**config.mk**
```make
export PLATFORM = sky130hd
export DESIGN_NAME = conversor_serie_para_paralelo_flat
export DESIGN_NICKNAME = d
export VERILOG_FILES = /design/src/rtl/conversor_serie_para_paralelo_pkg.sv /design/src/rtl/conversor_serie_para_paralelo_if.sv /design/src/rtl/conversor_serie_para_paralelo_registrador.sv /design/src/rtl/conversor_serie_para_paralelo.sv /design/src/flat_wrapper.sv
export SDC_FILE = /design/constraint.sdc
export NUM_CORES = 1
export LEC_CHECK = 0
export ABC_AREA = 1
export BUFFER_PORTS_ARGS = -buffer_cell sky130_fd_sc_hd__buf_2
export CAP_MARGIN = 0
export CORE_MARGIN = 4
export CORE_UTILIZATION = 30
export DETAILED_ROUTE_END_ITERATION = 10
export SLEW_MARGIN = 30
export SYNTH_ARGS = -nofsm -noshare
export SYNTH_HDL_FRONTEND = slang
export SYNTH_SLANG_ARGS = --single-unit
```
**constraint.sdc**
```tcl
create_clock -name clk -period 2.94 [get_ports clk]
set_input_delay 0.588 -clock clk [delete_from_list [all_inputs] [get_ports clk]]
set_output_delay 0.588 -clock clk [all_outputs]
set_load 0.02 [all_outputs]
```
**src/rtl/conversor_serie_para_paralelo_pkg.sv**
```systemverilog
// conversor_pkg: shared word width, receiver FSM encoding and counter sizing for the serial link.
package conversor_pkg;
   localparam int WORD_W = 6;
   typedef enum logic {IDLE, SHIFT} estado_t;
   function automatic int cnt_width(input int w);
      return $clog2(w + 1);
   endfunction
endpackage

```
**src/rtl/conversor_serie_para_paralelo_if.sv**
```systemverilog
// conversor_serie_para_paralelo_if: serial input side plus parallel valid/ready output side of the receiver.
interface conversor_serie_para_paralelo_if import conversor_pkg::*; #(parameter int WIDTH = WORD_W) ();
   logic             serial_in;
   logic             serial_valid;
   logic             frame_start;
   logic [WIDTH-1:0] data_out;
   logic             data_valid;
   logic             data_ready;
   logic             overrun;
   logic             overrun_clr;
   logic             frame_err;
   modport master (
      output serial_in, serial_valid, frame_start, data_ready, overrun_clr,
      input  data_out, data_valid, overrun, frame_err
   );
   modport slave (
      input  serial_in, serial_valid, frame_start, data_ready, overrun_clr,
      output data_out, data_valid, overrun, frame_err
   );
endinterface

```
**src/rtl/conversor_serie_para_paralelo_registrador.sv**
```systemverilog
// registrador_deslocamento_entrada: left-shift register; par_d is the next value so a word can be
// captured on the same edge that shifts in its last bit.
module registrador_deslocamento_entrada import conversor_pkg::*; #(parameter int WIDTH = WORD_W) (
   input  logic             clk,
   input  logic             reset_n,
   input  logic             en,
   input  logic             load_first,
   input  logic             bit_in,
   output logic [WIDTH-1:0] par_d
);
   logic [WIDTH-1:0] q_q, q_d;
   always_comb q_d = load_first ? WIDTH'(bit_in) : en ? {q_q[WIDTH-2:0], bit_in} : q_q;
   assign par_d = q_d;
   always_ff @(posedge clk or negedge reset_n)
      if (!reset_n) q_q <= '0;
      else q_q <= q_d;
endmodule

```
**src/rtl/conversor_serie_para_paralelo.sv**
```systemverilog
// conversor_serie_para_paralelo: rebuilds MSB-first framed serial words into a valid/ready holding register.
module conversor_serie_para_paralelo import conversor_pkg::*; #(parameter int WIDTH = WORD_W) (
   input logic clk,
   input logic reset_n,
   conversor_serie_para_paralelo_if.slave bus
);
   localparam int CW = cnt_width(WIDTH);
   localparam logic [CW-1:0] LAST = CW'(WIDTH - 1);
   estado_t          estado_q, estado_d;
   logic [CW-1:0]    cnt_q, cnt_d;
   logic [WIDTH-1:0] data_q, data_d, palavra;
   logic             valid_q, valid_d, ovr_q, ovr_d, ferr_q, ferr_d;
   logic             inicio, desloca, completa;
   // frame_start always wins, so a marker on the last bit position resyncs instead of completing
   always_comb begin
      estado_d = estado_q;
      cnt_d    = cnt_q;
      ferr_d   = 1'b0;
      inicio   = 1'b0;
      desloca  = 1'b0;
      completa = 1'b0;
      if (bus.serial_valid && bus.frame_start) begin
         inicio   = 1'b1;
         cnt_d    = CW'(1);
         estado_d = SHIFT;
         ferr_d   = estado_q == SHIFT;
      end else if (bus.serial_valid && estado_q == SHIFT) begin
         desloca  = 1'b1;
         completa = cnt_q == LAST;
         cnt_d    = completa ? '0 : cnt_q + CW'(1);
         estado_d = completa ? IDLE : SHIFT;
      end
   end
   registrador_deslocamento_entrada #(.WIDTH(WIDTH)) u_reg (
      .clk        (clk),
      .reset_n    (reset_n),
      .en         (desloca),
      .load_first (inicio),
      .bit_in     (bus.serial_in),
      .par_d      (palavra)
   );
   // a freshly completed word may replace the held one only if the held one leaves on this edge
   always_comb begin
      data_d  = data_q;
      valid_d = valid_q;
      ovr_d   = bus.overrun_clr ? 1'b0 : ovr_q;
      if (completa && valid_q && !bus.data_ready) ovr_d = 1'b1;
      else if (completa) begin
         data_d  = palavra;
         valid_d = 1'b1;
      end else if (bus.data_ready) valid_d = 1'b0;
   end
   always_ff @(posedge clk or negedge reset_n)
      if (!reset_n) begin
         estado_q <= IDLE;
         cnt_q    <= '0;
         data_q   <= '0;
         valid_q  <= 1'b0;
         ovr_q    <= 1'b0;
         ferr_q   <= 1'b0;
      end else begin
         estado_q <= estado_d;
         cnt_q    <= cnt_d;
         data_q   <= data_d;
         valid_q  <= valid_d;
         ovr_q    <= ovr_d;
         ferr_q   <= ferr_d;
      end
   assign bus.data_out   = data_q;
   assign bus.data_valid = valid_q;
   assign bus.overrun    = ovr_q;
   assign bus.frame_err  = ferr_q;
endmodule

```
**src/flat_wrapper.sv**
```systemverilog
// flat-port wrapper written by rule: the top's interface ports become plain ports
module conversor_serie_para_paralelo_flat import conversor_pkg::*;
#(parameter int WIDTH = WORD_W)
  (clk, reset_n, bus_serial_in, bus_serial_valid, bus_frame_start, bus_data_ready, bus_overrun_clr, bus_data_out, bus_data_valid, bus_overrun, bus_frame_err);
  conversor_serie_para_paralelo_if #(.WIDTH(WIDTH)) bus_i ();
  input logic clk;
  input logic reset_n;
  input wire logic [$bits(bus_i.serial_in)-1:0] bus_serial_in;
  input wire logic [$bits(bus_i.serial_valid)-1:0] bus_serial_valid;
  input wire logic [$bits(bus_i.frame_start)-1:0] bus_frame_start;
  input wire logic [$bits(bus_i.data_ready)-1:0] bus_data_ready;
  input wire logic [$bits(bus_i.overrun_clr)-1:0] bus_overrun_clr;
  output wire logic [$bits(bus_i.data_out)-1:0] bus_data_out;
  output wire logic [$bits(bus_i.data_valid)-1:0] bus_data_valid;
  output wire logic [$bits(bus_i.overrun)-1:0] bus_overrun;
  output wire logic [$bits(bus_i.frame_err)-1:0] bus_frame_err;
  assign bus_i.serial_in = bus_serial_in;
  assign bus_i.serial_valid = bus_serial_valid;
  assign bus_i.frame_start = bus_frame_start;
  assign bus_i.data_ready = bus_data_ready;
  assign bus_i.overrun_clr = bus_overrun_clr;
  assign bus_data_out = bus_i.data_out;
  assign bus_data_valid = bus_i.data_valid;
  assign bus_overrun = bus_i.overrun;
  assign bus_frame_err = bus_i.frame_err;
  conversor_serie_para_paralelo #(.WIDTH(WIDTH)) u_core (.clk(clk), .reset_n(reset_n), .bus(bus_i));
endmodule
```
Word level (Yosys, flattened, before mapping)
Index checks and enable logic that the tools add are counted.
{"block": "totals", "ff_bits": 19, "input_bits": 7, "wordCells": 38}
{"block": "classes", "addsub": 1, "n_eq_ne": 1, "muxes": 18, "bitwise": 1, "reduce_logical": 10}
{"cell": "1-bit two-way mux", "count": 13}
{"cell": "6-bit two-way mux", "count": 2}
{"cell": "3-bit two-way mux", "count": 3}
{"cell": "2-bit nonzero test", "count": 3}
{"cell": "1-bit logical AND", "count": 4}
{"cell": "2-bit AND reduction", "count": 2}
{"cell": "3-bit by 1-bit adder with 3-bit output (second input constant)", "count": 1}
{"cell": "3-bit equality test (second input constant)", "count": 1}
{"cell": "1-bit zero test", "count": 1}
{"cell": "1-bit inverter", "count": 1}

Longest topological paths before layout
Gate-level depths: netlist (run 1).
{"block": "depth", "word_depth": 7, "depth_mapped": 6, "mapped_depth_nobuf": 6}

Cells and area by module
From an unflattened synthesis (run 1), not the netlist that was laid out.
{"block": "hier_totals", "cells_unflattened": 98, "area_unflattened_um2": 885.8}
{"module": "conversor_serie_para_paralelo", "n_inst": 1, "cells_per_inst": 61, "area_each_um2": 610.6}
{"module": "registrador_deslocamento_entrada", "n_inst": 1, "cells_per_inst": 37, "area_each_um2": 275.3}

Worst setup path after synthesis (run 1)
OpenSTA, ideal clock, no wires.
{"block": "synth_path", "path_kind": "in2reg", "start": "input port bus_serial_valid", "end": "register u_core.data_q[0], in the netlist u_core.bus.data_out[0]", "setup_ns": 0.116, "arrival_time_ns": 1.065, "t_required_ns": 2.824, "slack_ns": 1.759, "stages": 5, "path_buffers": 0, "path_cell_list": "nand2_4 nor2_8 nand3_2 nand2_1 nand2_1"}
{"block": "synth_via", "elab_chain_cells": 7, "word_cells_on_any_way": 13, "cone_classes": "mux: 7; bitwise: 1; reduce/logical: 5"}
{"item": "from (decl)", "line": "flat_wrapper.sv:9", "source": "input wire logic [$bits(bus_i.serial_valid)-1:0] bus_serial_valid;"}
{"item": "1-bit logical AND", "line": "conversor_serie_para_paralelo.sv:27", "source": "end else if (bus.serial_valid && estado_q == SHIFT) begin"}
{"item": "1-bit two-way mux", "line": "conversor_serie_para_paralelo.sv:27"}
{"item": "1-bit two-way mux", "line": "conversor_serie_para_paralelo.sv:22", "source": "if (bus.serial_valid && bus.frame_start) begin"}
{"item": "1-bit logical AND (2 in series)", "line": "conversor_serie_para_paralelo.sv:47", "source": "if (completa && valid_q && !bus.data_ready) ovr_d = 1'b1;"}
{"item": "1-bit inverter (no source line)"}
{"item": "2-bit AND reduction (no source line)"}
{"item": "to (signal assigned)", "line": "conversor_serie_para_paralelo.sv:64", "source": "data_q <= data_d;"}
{"item": "to (decl)", "line": "conversor_serie_para_paralelo.sv:11", "source": "logic [WIDTH-1:0] data_q, data_d, palavra;"}
Several ways; a longest one is shown, not always the timed one.
A chain may end at the register's enable or synchronous reset.

Worst setup path in the final report (run 1)
{"block": "layout_path", "start": "register u_core.valid_q, in the netlist u_core.bus.data_valid", "end": "output port bus_data_valid"}
{"item": "from (decl)", "line": "conversor_serie_para_paralelo.sv:12", "source": "logic valid_q, valid_d, ovr_q, ovr_d, ferr_q, ferr_d;"}
{"item": "from (signal assigned)", "line": "conversor_serie_para_paralelo.sv:65", "source": "valid_q <= valid_d;"}
{"item": "to (decl)", "line": "flat_wrapper.sv:14", "source": "output wire logic [$bits(bus_i.data_valid)-1:0] bus_data_valid;"}
No word-level cell between the ends.

==> metrics.cfg, run 1 <==
[outcome]
status=finished clean

[placement]
port_buffers=15
gp_congestion=0.723
dp_hpwl_mm=1.15
place_ws_ns=1.42

[synth]
yosysTopAreaCell=dfrtp_1
synth.area.top_cells=dfrtp_1 57%, nand2_1 19%, nand3_1 5.4%
syn_avg_cell_area_um2=9.16
synth-seq-cells=19
yosysTopAreaCellShare=0.571
synthCells=91
syn-cell-area_um2=833
yosysUniqueCellTypes=13
yosys_warnings=0
synthesis.nets=98
ys_seq_area_frac=0.571

[cts]
clk_pin_slew_ns=0.11
ctsLongestPathBuffers=2
clock_latency_ns=0.29
cts.repair.resized=0
root_buffer=clkbuf_4
h-tree-depth=1
cts_setup_buffers=0
cts_tree=yes
clock-sinks=19
postCtsHoldBufs=0
numCtsBuffers=3

[timing]
rsz0062_at_grt=no
setup_tns_ns=0
tightest_slew_ns=0.420
setup_viol=0
drv_slew=0
clock_skew_ns=0.00247
relSlewSlack=0.720
fin_crit_sh=0.491
max_freq_ghz=0.692
final_hold_viol_count=0
finalCriticalPeriod_ns=1.44
worst_slack_ns=1.50

[route]
first_pass_iters=4
drtAntennaViolNets=0
routedWlPerCell_um=11.0
totalWireLength_mm=1.54
num_vias=611
drcViolationCount=0
routed_via_density=4.40
drt_iter0_markers=26

[floorplanning]
die_area_um2=3690
dieHeight_um=60.7
start_util=0.325
fp.dieW_um=60.7
core-area_um2=2570
ioPinCount=16
rows=18

[final_layout]
final_cell_mix=42 x nand2_1, 19 x dfrtp_1, 15 x buf_2
final_common_cell=nand2_1
diodes=0
drive_gt1_frac=0.239
area_growth_pct=15.9
finalNetCount=117

[setup_path]
path_buf_inv=1
worst_path_max_delay_cell=dfrtp_1
r2r-start=u_core.estado_q$_DFFE_PN0P_
critPathLaunchType=flop
r2r-end=u_core.bus.data_out[2]$_DFFE_PN0P_
path_cells=buf_2
endpoint_kind=primary output
arrival_ns=0.86
r2r_cells=5
rrSetupSlack_ns=1.76
crit_family=flip-flops
worst-path-stages=1
worst-setup-path-type=reg2out
slowest_delay_ns=0.40
cp_max_fo=3
crit_end=bus_data_valid
critPathRequiredTime_ns=2.35
startpoint=u_core.bus.data_valid$_DFFE_PN0P_

[global_route]
grt_overflow=0
grt_pass1_wl_mm=2.75
antenna_found_initial=0
grtUsageTotal=0.101
grt_max_degree=20
grt_pass1_vias=603

[power_and_ir_drop]
p_leak_nw=0.564
total_power_w=0.000508
irDropWorstVdd_v=0.000329
p_per_area_nw_per_um2=526

[flow_run]
cap_violations=0

[hold_path]
hold_path.class=in2async

## routing by layer
metal	part of all wire	GRT usage	vias up	routed length [µm]
met3	0.072	0.0489	0	111
met2	0.45	0.156	15	688
met5	0	0	-	0
met4	0	0.0186	0	0
li1	-	-	325	-
met1	0.48	0.130	271	735
## logic make-up after synthesis
group / count (synthesis) / share of synthesized area
AO/OA/AOI/OAI: 5 / 0.0330
flip-flops: 19 / 0.571
buffers and inverters: 8 / 0.0405
AND/OR/NAND/NOR: 59 / 0.356
## cell type report
cell class | instances | area, µm²
fillers | 274 | 1600
multi-input cells | 64 | 324
clock inverters | 1 | 5.00
flip-flops and latches | 19 | 475
inverters | 7 | 26.3
repair buffers | 15 | 75.1
well taps | 30 | 37.5
clock buffers | 3 | 22.5
## per-stage QoR
| stage | hold WS [ns] | util | instances | area [µm²] |
|---|---|---|---|---|
| floorplan | 0.292 | - | 91 | 833 |
| global placement | 0.460 | 0.365 | 135 | 938 |
| detailed placement | 0.459 | 0.365 | 135 | 938 |
| CTS | 0.217 | 0.376 | 139 | 966 |
| global route | 0.208 | 0.376 | 139 | 966 |
| finish | 0.213 | 0.376 | 139 | 966 |
## synthesized netlist by cell type
library cell / instances
dfrtp_1: 19
nand3_2: 1
nand3_1: 9
nand2_4: 2
nor2_1: 1
o211ai_1: 1
nor2_4: 1
nor2_8: 2
inv_1: 7
buf_4: 1
o21ai_0: 4
nand2_1: 42
nor2_2: 1
## registers in the layout (all words and copies together), names as in the netlist
signal                 cells
u_core.bus.data_valid      1
u_core.estado_q            1
u_core.bus.overrun         1
u_core.u_reg.q_q           6
u_core.bus.data_out        6
u_core.cnt_q               3
u_core.bus.frame_err       1
## report_power, final
group,leakage [nW],internal (W),switching [W]
clock,0.0177,0.0000506,0.0000792
sequential,0.253,0.000283,0.0000159
combinational,0.294,0.0000256,0.0000539
## how the worst min path moves through the flow
stage	to	slack [ns]	start	depth (start not counted)
after floorplan	u_core.bus.data_out[0]$_DFFE_PN0P_	0.29	reset_n	0
after global placement	u_core.bus.data_out[4]$_DFFE_PN0P_	0.46	u_core.bus.data_out[4]$_DFFE_PN0P_	2
after detailed placement	u_core.bus.data_out[5]$_DFFE_PN0P_	0.46	u_core.bus.data_out[5]$_DFFE_PN0P_	2
after CTS	u_core.cnt_q[2]$_DFFE_PN0P_	0.22	reset_n	1
after global routing	u_core.u_reg.q_q[4]$_DFF_PN0_	0.21	reset_n	1
final	u_core.u_reg.q_q[4]$_DFF_PN0_	0.21	reset_n	1
Power figures use the tool's default switching activity.
==> run 2: changes to the inputs <==
ABC_AREA = 0   (was 1)
clock period = 1.25 ns   (was 2.94 ns; I/O delays follow)
==> run 2 against run 1 <==
  * The flow now finishes with violations (setup timing)
  * Register-to-register slack worse by 2.0 ns
  * Sequential power grew to 2.8 times the previous value
  * Routed wire length is 15% higher
  * Die area is 2.5% higher
  * Combinational power grew to 9.0 times the previous value
  * Non-clock buffer count is 14 higher
  * Clock-buffer cell count stayed put
  * Setup slack worse by 1.7 ns
  * Design area is 18% higher
  * Synthesized area is 2.9% higher
  * Sequential share of layout area is 7.4 points lower
  * Via count is 9.2% higher
  * Largest cell class unchanged
  * Largest power group unchanged
==> metrics.cfg, run 2 <==
[placement]
postPlaceCellArea_um2=1040
dp_hpwl_mm=1.27
gp_congestion=0.712
port_buffers=15

[synth]
synth_ff_type=dfrtp_1
syn_avg_cell_area_um2=11.7
synthesis.nets=80
yosysTopAreaCell=dfrtp_1
synth-seq-cells=19
synthAdderAreaFrac=0
synth_xor_area_frac=0
ys_seq_area_frac=0.555
yosys_warnings=0
ys_top_cells_by_count=19 x dfrtp_1, 8 x inv_1, 7 x mux2_2
synthCells=73
synth.area.top_cells=dfrtp_1 55%, mux2_2 9.2%, o221ai_1 5.1%
synthMuxAreaShare=0.104
yosysUniqueCellTypes=23
synth_compound_area_frac=0.117
synth_top_family_by_area=simple AND/OR/NAND/NOR gates
syn-cell-area_um2=857
yosysMostFrequentCell=dfrtp_1
synth-simple-area-share=0.168
yosysTopAreaCellShare=0.555
synth_edf_count=0
synthArstFlopShare=1.00

[cts]
numCtsBuffers=3
cts_tree=yes
ctsLongestPathBuffers=2
clock_latency_ns=0.31
root_buffer=clkbuf_4
h-tree-depth=1
clock-sinks=19
clk_pin_slew_ns=0.12

[route]
routedWlPerCell_um=13.2
routed_via_density=5.02
num_vias=667
totalWireLength_mm=1.76
drt_iter0_markers=22
drcViolationCount=0
drtAntennaViolNets=0
first_pass_iters=4

[floorplanning]
die_area_um2=3780
fp.dieW_um=61.5
core-area_um2=2730
ioPinCount=16
dieHeight_um=61.5
start_util=0.314
rows=19

[final_layout]
final_area_um2=1140
fillers=277
final_common_cell=dfrtp_1
area_growth_pct=32.7
final_cell_mix=19 x dfrtp_1, 15 x buf_2, 12 x buf_4
drive_gt1_frac=0.480
diodes=0
finalNetCount=110

[hold_path]
hold_path.class=in2reg

[setup_path]
path_cells=nand3b_1 > nor4b_4 > buf_6 > mux2_2
worst_path_max_delay_cell=dfrtp_1
critPathLaunchType=flop
cp_max_fo=6
arrival_ns=1.70
critPathRequiredTime_ns=1.46
endpoint_kind=flop
path_buf_inv=1
worst-setup-path-type=reg2reg
slowest_delay_ns=0.40
crit_family=simple AND/OR/NAND/NOR gates

[outcome]
violations=setup timing
status=finished, violations left

[timing]
rsz0062_at_grt=yes
final_hold_viol_count=0
worst_slack_ns=-0.244
drv_slew=0
clock_skew_ns=0.0128
finalCriticalPeriod_ns=1.49
relSlewSlack=0.712
max_freq_ghz=0.669
setup_tns_ns=-1.75
tightest_slew_ns=0.432
fin_hold_ws_ns=0.141
setup_viol=9
fin_crit_sh=1.20

[global_route]
grt_pass1_wl_mm=3.08
antenna_found_initial=0
grt_overflow=0
grtUsageTotal=0.110
grt_pass1_vias=704
grt_max_degree=20

[power_and_ir_drop]
total_power_w=0.00188
p_switching_w=0.000654
p_leak_nw=0.536
p_sw_frac=0.348
comb_power_share=0.381
p_per_area_nw_per_um2=1650
irDropWorstVdd_v=0.00108
intPower_w=0.00123
seqPwrFrac=0.445
p_clk_frac=0.174

[flow_run]
cap_violations=0

run 2: cell count changes after synthesis, sizes merged, moves of 2 or more:
| cell | change |
|---|---|
| buf | +2 |
| mux2 | +7 |
| nand2 | -42 |
| nand2b | +6 |
| nand3 | -4 |
| nor2 | -5 |
| o21ai | -3 |
| o221ai | +5 |
| o22ai | +3 |
run 2: power groups by stage:
| stage | combinational [W] | clock [W] | sequential (W) |
|---|---|---|---|
| 2_1_floorplan | 0.000318 | 0 | 0.000929 |
| 3_3_place_gp | 0.000658 | 0 | 0.000840 |
| 3_5_place_dp | 0.000676 | 0 | 0.000850 |
| 4_1_cts | 0.000680 | 0.000344 | 0.000838 |
| 5_1_grt | 0.000793 | 0.000370 | 0.000854 |
| 6_report | 0.000717 | 0.000326 | 0.000836 |
run 2: cell families after synthesis:
family,Yosys count
and+or+nand+nor,21
DFF,19
AOI/OAI and AO/OA,13
buffers and inverters,12
muxes,8
run 2: worst paths after layout:
path | end | from | slack (ns) | cells after the start
min in group asynchronous | u_core.bus.data_out[4]$_DFFE_PN0P_ | reset_n | 0.40 | 2
max in group asynchronous | u_core.bus.frame_err$_DFF_PN0_ | reset_n | 0.54 | 2
hold reg to reg | u_core.bus.data_out[4]$_DFFE_PN0P_ | u_core.bus.data_out[4]$_DFFE_PN0P_ | 0.52 | 1
hold / removal | u_core.bus.overrun$_DFFE_PN0P_ | bus_overrun_clr | 0.14 | 2
setup / recovery | u_core.bus.data_out[1]$_DFFE_PN0P_ | u_core.cnt_q[1]$_DFFE_PN0P_ | -0.24 | 4
setup reg to reg | u_core.bus.data_out[1]$_DFFE_PN0P_ | u_core.cnt_q[1]$_DFFE_PN0P_ | -0.24 | 4
run 2: cell type report:
cell class                      count  area (µm²)  area share
Clock inverter                      1        7.51     0.00660
Tap cell                           31        38.8      0.0341
Clock buffer                        3        22.5      0.0198
Timing Repair Buffer               29         186       0.164
Inverter                            8        30.0      0.0264
Multi-Input combinational cell     42         377       0.331
Sequential cell                    19         475       0.418
run 2: repair_timing:
action | 4_1_cts | 5_1_grt
endpoints found under the setup margin | 9 | 15
buffers inserted | 0 | 1
hold buffers | 1 | 0
cloned | 0 | 0
gates resized for setup | 1 | 8
pin swaps | 2 | 1
endpoints found under the hold margin | 19 | 0
run 2: metrics by stage:
stage | setup WS, ns | instances | utilization
2_1_floorplan | -0.213 | 73 | -
3_3_place_gp | -0.204 | 127 | 0.381
3_5_place_dp | -0.258 | 127 | 0.381
4_1_cts | -0.258 | 132 | 0.397
5_1_grt | -0.329 | 133 | 0.416
6_report | -0.244 | 133 | 0.416
run 2: metal layers:
metal	part of all wire	global-route usage	vias to the layer above	wire [µm]
met1	0.44	0.137	326	782
li1	-	-	325	-
met3	0.060	0.0377	2	105
met2	0.49	0.183	14	855
met5	0	0	-	0
met4	0.0080	0.0273	0	14
==> run 3: changes to the inputs <==
SETUP_SLACK_MARGIN = 0.1   (was unset)
==> run 3 against run 2 <==
  * The run still ends with setup timing left
  * Core utilization rose by 2.9 points
  * Critical path depth unchanged
  * Hold slack lost 0.0013 ns
  * Final cell count is 0.75% higher
  * Clock-buffer cell count unchanged
  * Combinational power is 17% higher
  * Design area grew 7.0%
  * Routed wire length up 0.85%
  * Clock skew decreased by 0.00071 ns
  * Global-route usage about the same
  * Largest cell class unchanged
==> metrics.cfg, run 3 (synthesis gave the netlist of run 2 again) <==
[placement]
dp_hpwl_mm=1.27
gp_congestion=0.712
port_buffers=15
place_ws_ns=-0.258
postPlaceCellArea_um2=1040

[route]
routedWlPerCell_um=13.2
drt_iter0_markers=23
routed_via_density=4.93
totalWireLength_mm=1.77
wl_met2_um=893
wl_met3_um=108
drtAntennaViolNets=0
drcViolationCount=0
first_pass_iters=4
top_layer=met4
num_vias=660
met1_length_um=757

[final_layout]
final_area_um2=1220
drive_gt1_frac=0.495
post-route-util=0.445
finalNetCount=111
area_growth_pct=42.0
fillers=260
diodes=0
final_common_cell=dfrtp_1
final_cell_mix=19 x dfrtp_1, 11 x buf_2, 11 x buf_4

[timing]
drv_slew=0
worst_slack_ns=-0.243
relSlewSlack=0.712
final_hold_viol_count=0
max_freq_ghz=0.670
setup_viol=10
clock_skew_ns=0.0121
rsz0062_at_grt=yes
fin_crit_sh=1.19
finalCriticalPeriod_ns=1.49
tightest_slew_ns=0.432

[cts]
root_buffer=clkbuf_4
clk_pin_slew_ns=0.12
clock_latency_ns=0.31
ctsLongestPathBuffers=2
cts_tree=yes
clock-sinks=19
numCtsBuffers=3
h-tree-depth=1

[setup_path]
critPathLaunchType=flop
critPathRequiredTime_ns=1.46
worst-setup-path-type=reg2reg
cp_max_fo=6
endpoint_kind=flop
arrival_ns=1.70

[hold_path]
hold_path.class=in2reg

[power_and_ir_drop]
p_leak_nw=0.552
total_power_w=0.00202
p_per_area_nw_per_um2=1660
irDropWorstVdd_v=0.00118

[global_route]
grt_pass1_wl_mm=3.07
antenna_found_initial=0
grtUsageTotal=0.109
grt_max_degree=20
grt_pass1_vias=705
grt_overflow=0

[floorplanning]
die_area_um2=3780
dieHeight_um=61.5
start_util=0.314
rows=19
core-area_um2=2730
ioPinCount=16
fp.dieW_um=61.5

[outcome]
violations=setup timing
status=finished, violations left

[flow_run]
cap_violations=0

[run 3: changes by cell type in the layout (fill, tap and decap cells not counted), sizes merged]
| cell | before | now |
|---|---|---|
| buf | 28 | 29 |
[run 3: path summary, 6_finish.rpt]
| check | depth (start not counted) | to | from | slack [ns] |
|---|---|---|---|---|
| worst max-delay path | 4 | u_core.bus.data_out[4]$_DFFE_PN0P_ | u_core.cnt_q[1]$_DFFE_PN0P_ | -0.24 |
| worst min-delay path | 2 | u_core.bus.overrun$_DFFE_PN0P_ | bus_overrun_clr | 0.14 |
| worst max register to register | 4 | u_core.bus.data_out[4]$_DFFE_PN0P_ | u_core.cnt_q[1]$_DFFE_PN0P_ | -0.24 |
| worst min register to register | 1 | u_core.bus.data_out[4]$_DFFE_PN0P_ | u_core.bus.data_out[4]$_DFFE_PN0P_ | 0.52 |
| max in group asynchronous | 2 | u_core.bus.frame_err$_DFF_PN0_ | reset_n | 0.54 |
| min in group asynchronous | 2 | u_core.bus.data_out[4]$_DFFE_PN0P_ | reset_n | 0.40 |
[run 3: final cells by class]
class / instances / area (µm²) / share of cell area
clock buffers: 3 / 22.5 / 0.0185
clock inverters: 1 / 7.51 / 0.00617
inverters: 8 / 30.0 / 0.0247
multi-input cells: 42 / 417 / 0.342
flip-flops and latches: 19 / 475 / 0.391
well taps: 31 / 38.8 / 0.0319
repair buffers: 30 / 226 / 0.186
[run 3: stage by stage]
| stage | hold WS, ns | cells | TNS (ns) |
|---|---|---|---|
| finish | 0.140 | 134 | -1.67 |
| global route | 0.138 | 134 | -2.50 |
| CTS | 0.131 | 133 | -1.57 |
| detailed placement | 0.220 | 127 | -1.55 |
| global placement | 0.206 | 127 | -1.23 |
| floorplan | -0.0456 | 73 | -1.28 |
[run 3: per-layer routing]
layer | vias up | global-route usage
li1 | 321 | -
met1 | 323 | 0.130
met2 | 14 | 0.189
met3 | 2 | 0.0377
met4 | 0 | 0.0273
met5 | - | 0
[run 3: critical path, stage by stage, from the launching register on]
cell and delay [ns]:
dfrtp_1 0.41, nand3b_1 0.21, nor4b_4 0.28, buf_6 0.16
mux2_2 0.33
[run 3: report_power, final]
part	internal (W)	switching (W)
sequential	0.000756	0.0000875
combinational	0.000442	0.000400
clock	0.000122	0.000208
[run 3: timing repair]
action                                 4_1_cts  5_1_grt
endpoints found under the hold margin       19        0
setup endpoints to repair                   15       19
hold buffers                                 1        0
setup buffers                                1        1
pin swaps                                    4        4
resized for setup                            7       17
